File: config.mk
export PLATFORM = sky130hd
export DESIGN_NAME = mem_stage
export DESIGN_NICKNAME = d
export VERILOG_FILES = /design/src/rtl/rv_pkg.sv /design/src/rtl/mem_lane_align.sv /design/src/rtl/mem_stage.sv
export SDC_FILE = /design/constraint.sdc
export NUM_CORES = 1
export LEC_CHECK = 0
export BUFFER_PORTS_ARGS = -buffer_cell sky130_fd_sc_hd__buf_2
export CAP_MARGIN = 20
export CORE_UTILIZATION = 37
export CTS_CLUSTER_DIAMETER = 200
export DETAILED_ROUTE_END_ITERATION = 8
export SLEW_MARGIN = 20
export SYNTH_ARGS = -nofsm -noshare
export SYNTH_HDL_FRONTEND = slang
export SYNTH_SLANG_ARGS = --single-unit
File: constraint.sdc
create_clock -name clk -period 2.9 [get_ports clk]
set_input_delay 0.58 -clock clk [delete_from_list [all_inputs] [get_ports clk]]
set_output_delay 0.58 -clock clk [all_outputs]
set_load 0.005 [all_outputs]
File: src/rtl/rv_pkg.sv
// Shared RV32 decode constants and memory-stage state encoding.
// MEM_ALIGN_CHECK_EN enables the misaligned-access trap path in mem_stage.
package rv_pkg;

    localparam logic [6:0] OP_LOAD   = 7'b0000011;
    localparam logic [6:0] OP_STORE  = 7'b0100011;
    localparam logic [6:0] OP_BRANCH = 7'b1100011;
    localparam logic [6:0] OP_JAL    = 7'b1101111;
    localparam logic [6:0] OP_JALR   = 7'b1100111;

    localparam logic [2:0] F3_B  = 3'b000;
    localparam logic [2:0] F3_H  = 3'b001;
    localparam logic [2:0] F3_W  = 3'b010;
    localparam logic [2:0] F3_BU = 3'b100;
    localparam logic [2:0] F3_HU = 3'b101;

    typedef enum logic [1:0] {
        ST_IDLE = 2'd0,
        ST_WAIT = 2'd1,
        ST_FULL = 2'd2
    } state_t;

    // funct3[1:0] gives access size for both loads and stores
    function automatic logic misaligned(input logic [2:0] f3,
                                        input logic [1:0] off);
        case (f3[1:0])
            2'b01:   return off[0];
            2'b10:   return off != 2'b00;
            default: return 1'b0;
        endcase
    endfunction

endpackage

File: src/rtl/mem_lane_align.sv
// Load lane extraction/extension and store lane/byte-enable generation.
// Halfwords use only off[1]; words ignore the offset entirely.
module mem_lane_align
    import rv_pkg::*;
(
    input  logic [2:0]  i_ld_funct3,
    input  logic [1:0]  i_ld_off,
    input  logic [31:0] i_rdata,
    output logic [31:0] o_ld_data,
    input  logic [2:0]  i_st_funct3,
    input  logic [1:0]  i_st_off,
    input  logic [31:0] i_st_data,
    output logic [3:0]  o_st_be,
    output logic [31:0] o_st_wdata
);

    logic [31:0] w_bsh;
    logic [31:0] w_hsh;
    logic [7:0]  w_byte;
    logic [15:0] w_half;

    assign w_bsh  = i_rdata >> {i_ld_off, 3'b000};
    assign w_hsh  = i_rdata >> {i_ld_off[1], 4'b0000};
    assign w_byte = w_bsh[7:0];
    assign w_half = w_hsh[15:0];

    always_comb begin
        o_ld_data = i_rdata;
        case (i_ld_funct3)
            F3_B:    o_ld_data = {{24{w_byte[7]}}, w_byte};
            F3_BU:   o_ld_data = {24'h0, w_byte};
            F3_H:    o_ld_data = {{16{w_half[15]}}, w_half};
            F3_HU:   o_ld_data = {16'h0, w_half};
            default: o_ld_data = i_rdata;
        endcase
    end

    always_comb begin
        o_st_be    = 4'b1111;
        o_st_wdata = i_st_data;
        case (i_st_funct3[1:0])
            2'b00: begin
                o_st_be    = 4'b0001 << i_st_off;
                o_st_wdata = {4{i_st_data[7:0]}};
            end
            2'b01: begin
                o_st_be    = 4'b0011 << {i_st_off[1], 1'b0};
                o_st_wdata = {2{i_st_data[15:0]}};
            end
            default: begin
                o_st_be    = 4'b1111;
                o_st_wdata = i_st_data;
            end
        endcase
    end

endmodule

File: src/rtl/mem_stage.sv
// RV32 memory stage: valid/ready pipeline slot with a blocking dmem port.
// `define MEM_ALIGN_CHECK_EN adds the misalign output and trap-to-FULL path.
module mem_stage
    import rv_pkg::*;
(
    input  logic        clk,
    input  logic        rst,
    input  logic        v_in,
    output logic        r_out,
    input  logic [31:0] IR,
    input  logic [31:0] ALU,
    input  logic [31:0] PC,
    input  logic [31:0] B,
    input  logic        COMP,
    output logic [31:0] IR_out,
    output logic [31:0] WB_out,
    output logic        v_out,
    input  logic        r_in,
    output logic [31:0] FM,
    output logic [4:0]  AM,
    output logic        br_taken,
    output logic [31:0] br_target,
    output logic        dmem_req,
    output logic        dmem_we,
    output logic [3:0]  dmem_be,
    output logic [31:0] dmem_addr,
    output logic [31:0] dmem_wdata,
`ifdef MEM_ALIGN_CHECK_EN
    output logic        misalign,
`endif
    input  logic        dmem_ack,
    input  logic [31:0] dmem_rdata
);

    state_t      r_state;
    logic [31:0] r_ir;
    logic [31:0] r_wb;
    logic        r_wr;
    logic        r_br;
    logic [31:0] r_br_target;
    logic        r_dmem_req;
    logic        r_dmem_we;
    logic [3:0]  r_dmem_be;
    logic [31:0] r_dmem_addr;
    logic [31:0] r_dmem_wdata;
`ifdef MEM_ALIGN_CHECK_EN
    logic        r_mis;
`endif

    logic        w_accept;
    logic        w_is_ld;
    logic        w_is_st;
    logic        w_is_br;
    logic        w_is_jmp;
    logic        w_mis;
    logic        w_issue;
    logic [31:0] w_wb_next;
    logic [31:0] w_ld_data;
    logic [3:0]  w_st_be;
    logic [31:0] w_st_wdata;

    assign r_out    = (r_state == ST_IDLE) | ((r_state == ST_FULL) & r_in);
    assign w_accept = v_in & r_out;
    assign w_is_ld  = IR[6:0] == OP_LOAD;
    assign w_is_st  = IR[6:0] == OP_STORE;
    assign w_is_br  = IR[6:0] == OP_BRANCH;
    assign w_is_jmp = (IR[6:0] == OP_JAL) | (IR[6:0] == OP_JALR);

`ifdef MEM_ALIGN_CHECK_EN
    assign w_mis = (w_is_ld | w_is_st) & misaligned(IR[14:12], ALU[1:0]);
`else
    assign w_mis = 1'b0;
`endif

    assign w_issue = (w_is_ld | w_is_st) & ~w_mis;

    always_comb begin
        w_wb_next = ALU;
        unique case (1'b1)
            w_is_jmp:                    w_wb_next = PC + 32'd4;
            w_is_ld | w_is_st | w_is_br: w_wb_next = '0;
            default:                     w_wb_next = ALU;
        endcase
    end

    // load side works off the captured access, store side off the new one
    mem_lane_align u_lane (
        .i_ld_funct3 (r_ir[14:12]),
        .i_ld_off    (r_dmem_addr[1:0]),
        .i_rdata     (dmem_rdata),
        .o_ld_data   (w_ld_data),
        .i_st_funct3 (IR[14:12]),
        .i_st_off    (ALU[1:0]),
        .i_st_data   (B),
        .o_st_be     (w_st_be),
        .o_st_wdata  (w_st_wdata)
    );

    always_ff @(posedge clk) begin
        if (rst) begin
            r_state      <= ST_IDLE;
            r_ir         <= '0;
            r_wb         <= '0;
            r_wr         <= 1'b0;
            r_br         <= 1'b0;
            r_br_target  <= '0;
            r_dmem_req   <= 1'b0;
            r_dmem_we    <= 1'b0;
            r_dmem_be    <= '0;
            r_dmem_addr  <= '0;
            r_dmem_wdata <= '0;
`ifdef MEM_ALIGN_CHECK_EN
            r_mis        <= 1'b0;
`endif
        end else begin
            r_br <= 1'b0;
            unique case (r_state)
                ST_WAIT: begin
                    if (dmem_ack) begin
                        r_state    <= ST_FULL;
                        r_dmem_req <= 1'b0;
                        r_dmem_we  <= 1'b0;
                        r_dmem_be  <= '0;
                        if (r_ir[6:0] == OP_LOAD)
                            r_wb <= w_ld_data;
                    end
                end
                default: begin
                    if (w_accept) begin
                        r_state    <= w_issue ? ST_WAIT : ST_FULL;
                        r_ir       <= IR;
                        r_wb       <= w_wb_next;
                        r_wr       <= ~(w_is_st | w_is_br | w_mis);
                        r_br       <= w_is_br & COMP;
                        r_dmem_req <= w_issue;
                        r_dmem_we  <= w_issue & w_is_st;
                        r_dmem_be  <= (w_issue & w_is_st) ? w_st_be : 4'b0000;
`ifdef MEM_ALIGN_CHECK_EN
                        r_mis      <= w_mis;
`endif
                        if (w_is_br & COMP)
                            r_br_target <= ALU;
                        if (w_issue)
                            r_dmem_addr <= ALU;
                        if (w_issue & w_is_st)
                            r_dmem_wdata <= w_st_wdata;
                    end else if ((r_state == ST_FULL) & r_in) begin
                        r_state <= ST_IDLE;
`ifdef MEM_ALIGN_CHECK_EN
                        r_mis   <= 1'b0;
`endif
                    end
                end
            endcase
        end
    end

    assign v_out      = r_state == ST_FULL;
    assign IR_out     = r_ir;
    assign WB_out     = r_wb;
    assign FM         = r_wb;
    assign AM         = (v_out & r_wr) ? r_ir[11:7] : 5'd0;
    assign br_taken   = r_br;
    assign br_target  = r_br_target;
    assign dmem_req   = r_dmem_req;
    assign dmem_we    = r_dmem_we;
    assign dmem_be    = r_dmem_be;
    assign dmem_addr  = r_dmem_addr;
    assign dmem_wdata = r_dmem_wdata;
`ifdef MEM_ALIGN_CHECK_EN
    assign misalign   = r_mis;
`endif

endmodule

# Word level (Yosys, flattened, before mapping)
# Index checks and enable logic that the tools add are counted.
[word_totals]
ramBits = 0
output_inout_bits = 206
word_cells = 79
in_bits = 166
memories = 0
ff_bits = 170
romBits = 0
latch_bits = 0
[classes]
shift = 4
reduce_logical = 13
mul = 0
n_bitwise = 13
addsub = 1
magnitude_cmp = 0
muxes = 23
div = 0
n_eq_ne = 14
[op_table]
columns = ["operator", "n"]
rows = [
  ["32-bit two-way mux", 4],
  ["32-bit case mux with 2 select lines", 2],
  ["32-bit case mux with 4 select lines", 1],
  ["32-bit by 3-bit adder with 32-bit output, second input constant", 1],
  ["32-bit by 5-bit >> shifter with 16-bit output", 1],
  ["32-bit by 5-bit >> shifter with 8-bit output", 1],
  ["7-bit == test, second input constant", 3],
  ["4-bit two-way mux", 4],
  ["7-bit by 2-bit == test with 1-bit output, second input constant", 2],
  ["3-bit AND reduction", 4],
  ["2-bit two-way mux", 5],
  ["4-bit case mux with 2 select lines", 1],
  ["7-bit by 6-bit == test with 1-bit output, second input constant", 1],
  ["3-bit == test, second input constant", 2],
  ["2-bit AND reduction", 3],
  ["1-bit AND", 5],
  ["1-bit two-way mux", 5],
  ["5-bit two-way mux", 1],
  ["1-bit bitwise OR", 5],
  ["2-bit by 1-bit == test with 1-bit output, second input constant", 2],
  ["2-bit logical NOT", 2],
  ["2-bit inequality test, second input constant", 2],
  ["1-bit by 2-bit << shifter with 4-bit output, first input constant", 1],
  ["2-bit by 2-bit << shifter with 4-bit output, first input constant", 1],
  ["7 further kinds", 9],
]

# Longest topological paths before layout
[depth]
ltp_word = 6
depth_mapped = 8
ltp_nobuf = 6

# Modules after synthesis
# A second synthesis with hierarchy kept.
[hier_totals]
hier_cells = 1136
hier_area_um2 = 8694.6
[modules_own_cells]
columns = ["module", "area_per_inst_um2", "cells_per_inst", "instances", "seq_area_each_um2"]
rows = [
  ["mem_stage", 7484.7, 959, 1, 3403.3],
  ["mem_lane_align", 1209.9, 177, 1, 0.0],
]

# Worst setup path after synthesis
# Ideal clock, no wire load.
[synth_path]
path_type = "input port to flip-flop"
from = "in PC[7]"
to = "reg r_wb[25] (netlist: FM[25])"
setup_ns = 0.154
t_required_ns = 2.746
n_path_buf = 1
stages = 6
setup_slack_ns = 0.664
t_arrival_ns = 2.082
cell_sequence = "nand3_1 or4_4 buf_6 o311a_1 a2111oi_1 a2111oi_1"
[synth_via]
elab_chain_len = 4
[synth_rtl]
columns = ["item", "line_no", "rtl"]
rows = [
  ["from (decl)", "mem_stage.sv:12", "input logic [31:0] PC,"],
  ["32-bit by 3-bit adder with 32-bit output", "mem_stage.sv:80", "w_is_jmp: w_wb_next = PC + 32'd4;"],
  ["32-bit case mux with 2 select lines", "mem_stage.sv:79", "unique case (1'b1)"],
  ["32-bit two-way mux", "mem_stage.sv:129", "if (w_accept) begin"],
  ["32-bit two-way mux", "mem_stage.sv:117", "unique case (r_state)"],
  ["to (signal assigned)", "mem_stage.sv:125", "r_wb <= w_ld_data;"],
  ["to (signal assigned)", "mem_stage.sv:132", "r_wb <= w_wb_next;"],
  ["to (decl)", "mem_stage.sv:37", "logic [31:0] r_wb;"],
]
# Every way passes these cells. The select of a mux whose other input is x is not followed.
# A chain may end at the register's enable or synchronous reset.

# Worst setup path in the final report
[layout_path]
from = "reg r_dmem_addr[1] (netlist: dmem_addr[1])"
to = "reg r_wb[23] (netlist: FM[23])"
[layout_via]
elab_chain_len = 5
elab_cells_between_ends = 6
cone_classes = "shift (2); mux (4)"
[layout_rtl]
columns = ["item", "line_no", "rtl"]
rows = [
  ["from (decl)", "mem_stage.sv:44", "logic [31:0] r_dmem_addr;"],
  ["from (signal assigned)", "mem_stage.sv:110", "r_dmem_addr <= '0;"],
  ["from (signal assigned)", "mem_stage.sv:144", "r_dmem_addr <= ALU;"],
  ["32-bit by 5-bit >> shifter with 16-bit output or 32-bit by 5-bit >> shifter with 8-bit output (tied branches)", "mem_lane_align.sv:23, mem_lane_align.sv:22", ""],
  ["32-bit case mux with 4 select lines *", "mem_lane_align.sv:29", "case (i_ld_funct3)"],
  ["32-bit two-way mux *", "mem_stage.sv:124", "if (r_ir[6:0] == OP_LOAD)"],
  ["32-bit two-way mux *", "mem_stage.sv:119", "if (dmem_ack) begin"],
  ["32-bit two-way mux *", "mem_stage.sv:117", ""],
]
# Mark *: on every way between the ends. The rest lies on a longest branch, timed or not. The select of a mux whose other input is x is not followed.

==> flow_summary.ini <==
[drt]
postRouteAntennaNets = 0
via_count = 9128
drcViolationCount = 0
dr.pass1.iters = 5
wl_um = 33100
drtIter0Drc = 714
wl_per_cell_um = 19.8
viasPerCell = 5.46

[critical_path]
reg2reg_depth = 6
worstPathArrival_ps = 2560
start_kind = flop
crit_end = FM[23]
r2r_setup_slack_ps = 640
rr_startpoint = dmem_addr[1]
path_class = reg2reg
endpoint_kind = flop
critPathRequiredTime_ps = 3200
crit_start = dmem_addr[1]
crit_fanout = 12
r2r_end = FM[23]

[sta]
finalSetupViolations = 0
tns_ps = 0
hold_viol_final = 0
relSlewSlack_pct = 32.2
fmax_ghz = 0.442
fin_crit_sh_pct = 78.0
fin_skew_ps = 9.66
rsz0062_at_grt = false
slew_viol_final = 0
worstMarginPinSlew_ps = 1020
fin_crit_ps = 2260

[placement]
dp_hpwl_um = 24700
numPortBuffers = 371
place.gp.congestion = 0.904

[floorplan]
core_area_sq_mm = 0.0222
die_w_um = 153
io_pins = 372
fp.dieH_um = 153
initial_utilization_pct = 38.2
die_area_sq_mm = 0.0235
rows = 54

[power]
p_leak_nw = 5.10
powerDensity_mw_per_mm2 = 510
ir_drop_uv = 354

[logic_synthesis]
synth-seq-cells = 170
synth_async_sr_flop_share_pct = 0
synth_edf_count = 0
ys_types = 66
ys_seq_area_share_pct = 40.2
ys.flop_type = dfxtp_1
netlist_area_sq_mm = 0.00847
postSynthCellCount = 1071
avgSynthCellArea_sq_um = 7.91
yosys_warnings = 0
synth_nets = 1238

[clock_tree]
cts_buffers = 17
h-tree-depth = 4
ctsHoldBuffers = 0
cts_tree = done
insertion_delay_ps = 430
clockBufferDepth = 2
clkSinkCount = 170
cts-resized-gates = 0
cts_root_buffer = clkbuf_16
path_clk_slew_ps = 70
cts_setup_buffers = 0

[finish]
final_common_cell = buf_2
drive_gt1_share_pct = 32.9
syn2layout_area_growth_pct = 29.8
layout.nets = 1543
fin_util_pct = 49.6
mostFrequentLayoutCells = buf_2, nand2_1, dfxtp_1

[global_routing]
grt_first_pass_wirelength_um = 50100
antenna_found_initial = 6
overflow = 0
grt_use_total_pct = 27.8
grt_max_degree = 97
grt_pass1_vias = 8394

[job]
drv_cap = 0

[outcome]
status = finished clean

[hold_path]
hold_class = in2reg
-- report_power, final --
group | leakage (nW) | switching, mW | total [mW] | internal [mW]
Sequential | 1.38 | 0.0648 | 2.47 | 2.40
Combinational | 3.42 | 0.398 | 0.681 | 0.283
Clock | 0.297 | 1.05 | 2.46 | 1.41
-- layout make-up --
| class | count | area (sq um) |
|---|---|---|
| timing repair buffer | 399 | 2100 |
| sequential | 170 | 3400 |
| clock inverter | 12 | 163 |
| inverter | 17 | 63.8 |
| multi-input combinational | 771 | 4450 |
| tap | 280 | 350 |
| clock buffer | 19 | 453 |
| fill | 2228 | 11200 |
| antenna | 5 | 12.5 |
-- kinds of logic (layout without fill, tap and decap cells) --
group           after synthesis  in the layout  synth area share, %
xor+xnor                      7              7                0.724
buf+inv                     130            447                 7.47
fa+ha+maj                     1              1                0.148
compound gates              278            278                 21.2
simple gates                423            423                 22.6
flops                       170            170                 40.2
mux                          62             62                 7.67
other cells                   0              5                    0
-- layer usage --
layer | up-vias | routed length, um | GRT usage [%]
li1 | 4383 | - | -
met1 | 4212 | 13200 | 32.7
met2 | 469 | 16100 | 48.7
met3 | 60 | 2830 | 7.23
met4 | 4 | 896 | 9.67
met5 | - | 27 | 0
-- cell usage after synthesis, drive strengths merged, types with 10 or more instances --
cell | n | area (sq um)
a211oi | 20 | 150
nor4 | 13 | 81.3
nand3b | 10 | 75.1
a221o | 10 | 100
nand2 | 212 | 796
dfxtp | 170 | 3400
and3 | 15 | 93.8
buf | 46 | 317
nor3 | 15 | 80.1
inv | 17 | 63.8
a221oi | 13 | 120
a21oi | 123 | 616
nand3 | 24 | 133
clkbuf | 67 | 253
o21ai | 36 | 180
a311oi | 13 | 114
mux2i | 57 | 571
nor2 | 84 | 315
-- through the flow --
step | setup slack [ps] | hold slack, ps | area [sq um] | power, mW | cells
finish | 639 | 378 | 11000 | 5.61 | 1673
global route | 501 | 375 | 11000 | 5.80 | 1670
CTS | 636 | 358 | 11000 | 5.65 | 1668
detailed placement | 283 | 444 | 10400 | 3.20 | 1637
global placement | 387 | 437 | 10400 | 3.19 | 1637
floorplan | 664 | 448 | 8470 | 2.85 | 1071
-- state kept, by name (all words and copies together) (netlist names) --
register	cells
r_state	2
dmem_addr	32
br_target	32
dmem_we	1
IR_out	32
dmem_req	1
dmem_wdata	32
FM	32
r_wr	1
dmem_be	4
br_taken	1
-- how the worst min path moves through the flow --
stage / startpoint / to / slack, ps / cells past startpoint
floorplan: dmem_be[0] / dmem_be[0] / 450 / 2
global placement: dmem_be[3] / dmem_be[3] / 440 / 2
detailed placement: dmem_addr[12] / dmem_addr[12] / 440 / 2
CTS: IR[26] / IR_out[26] / 360 / 3
global route: IR[22] / IR_out[22] / 370 / 3
finish: IR[26] / IR_out[26] / 380 / 3
-- critical path, cell delays in order, from the launching register on --
cell and delay (ps):
dfxtp_1 620, mux2_2 400, mux2_2 300, a221oi_2 290, buf_4 240, a21boi_0 210
a211oi_1 70
(Power assumes the default switching activity.)
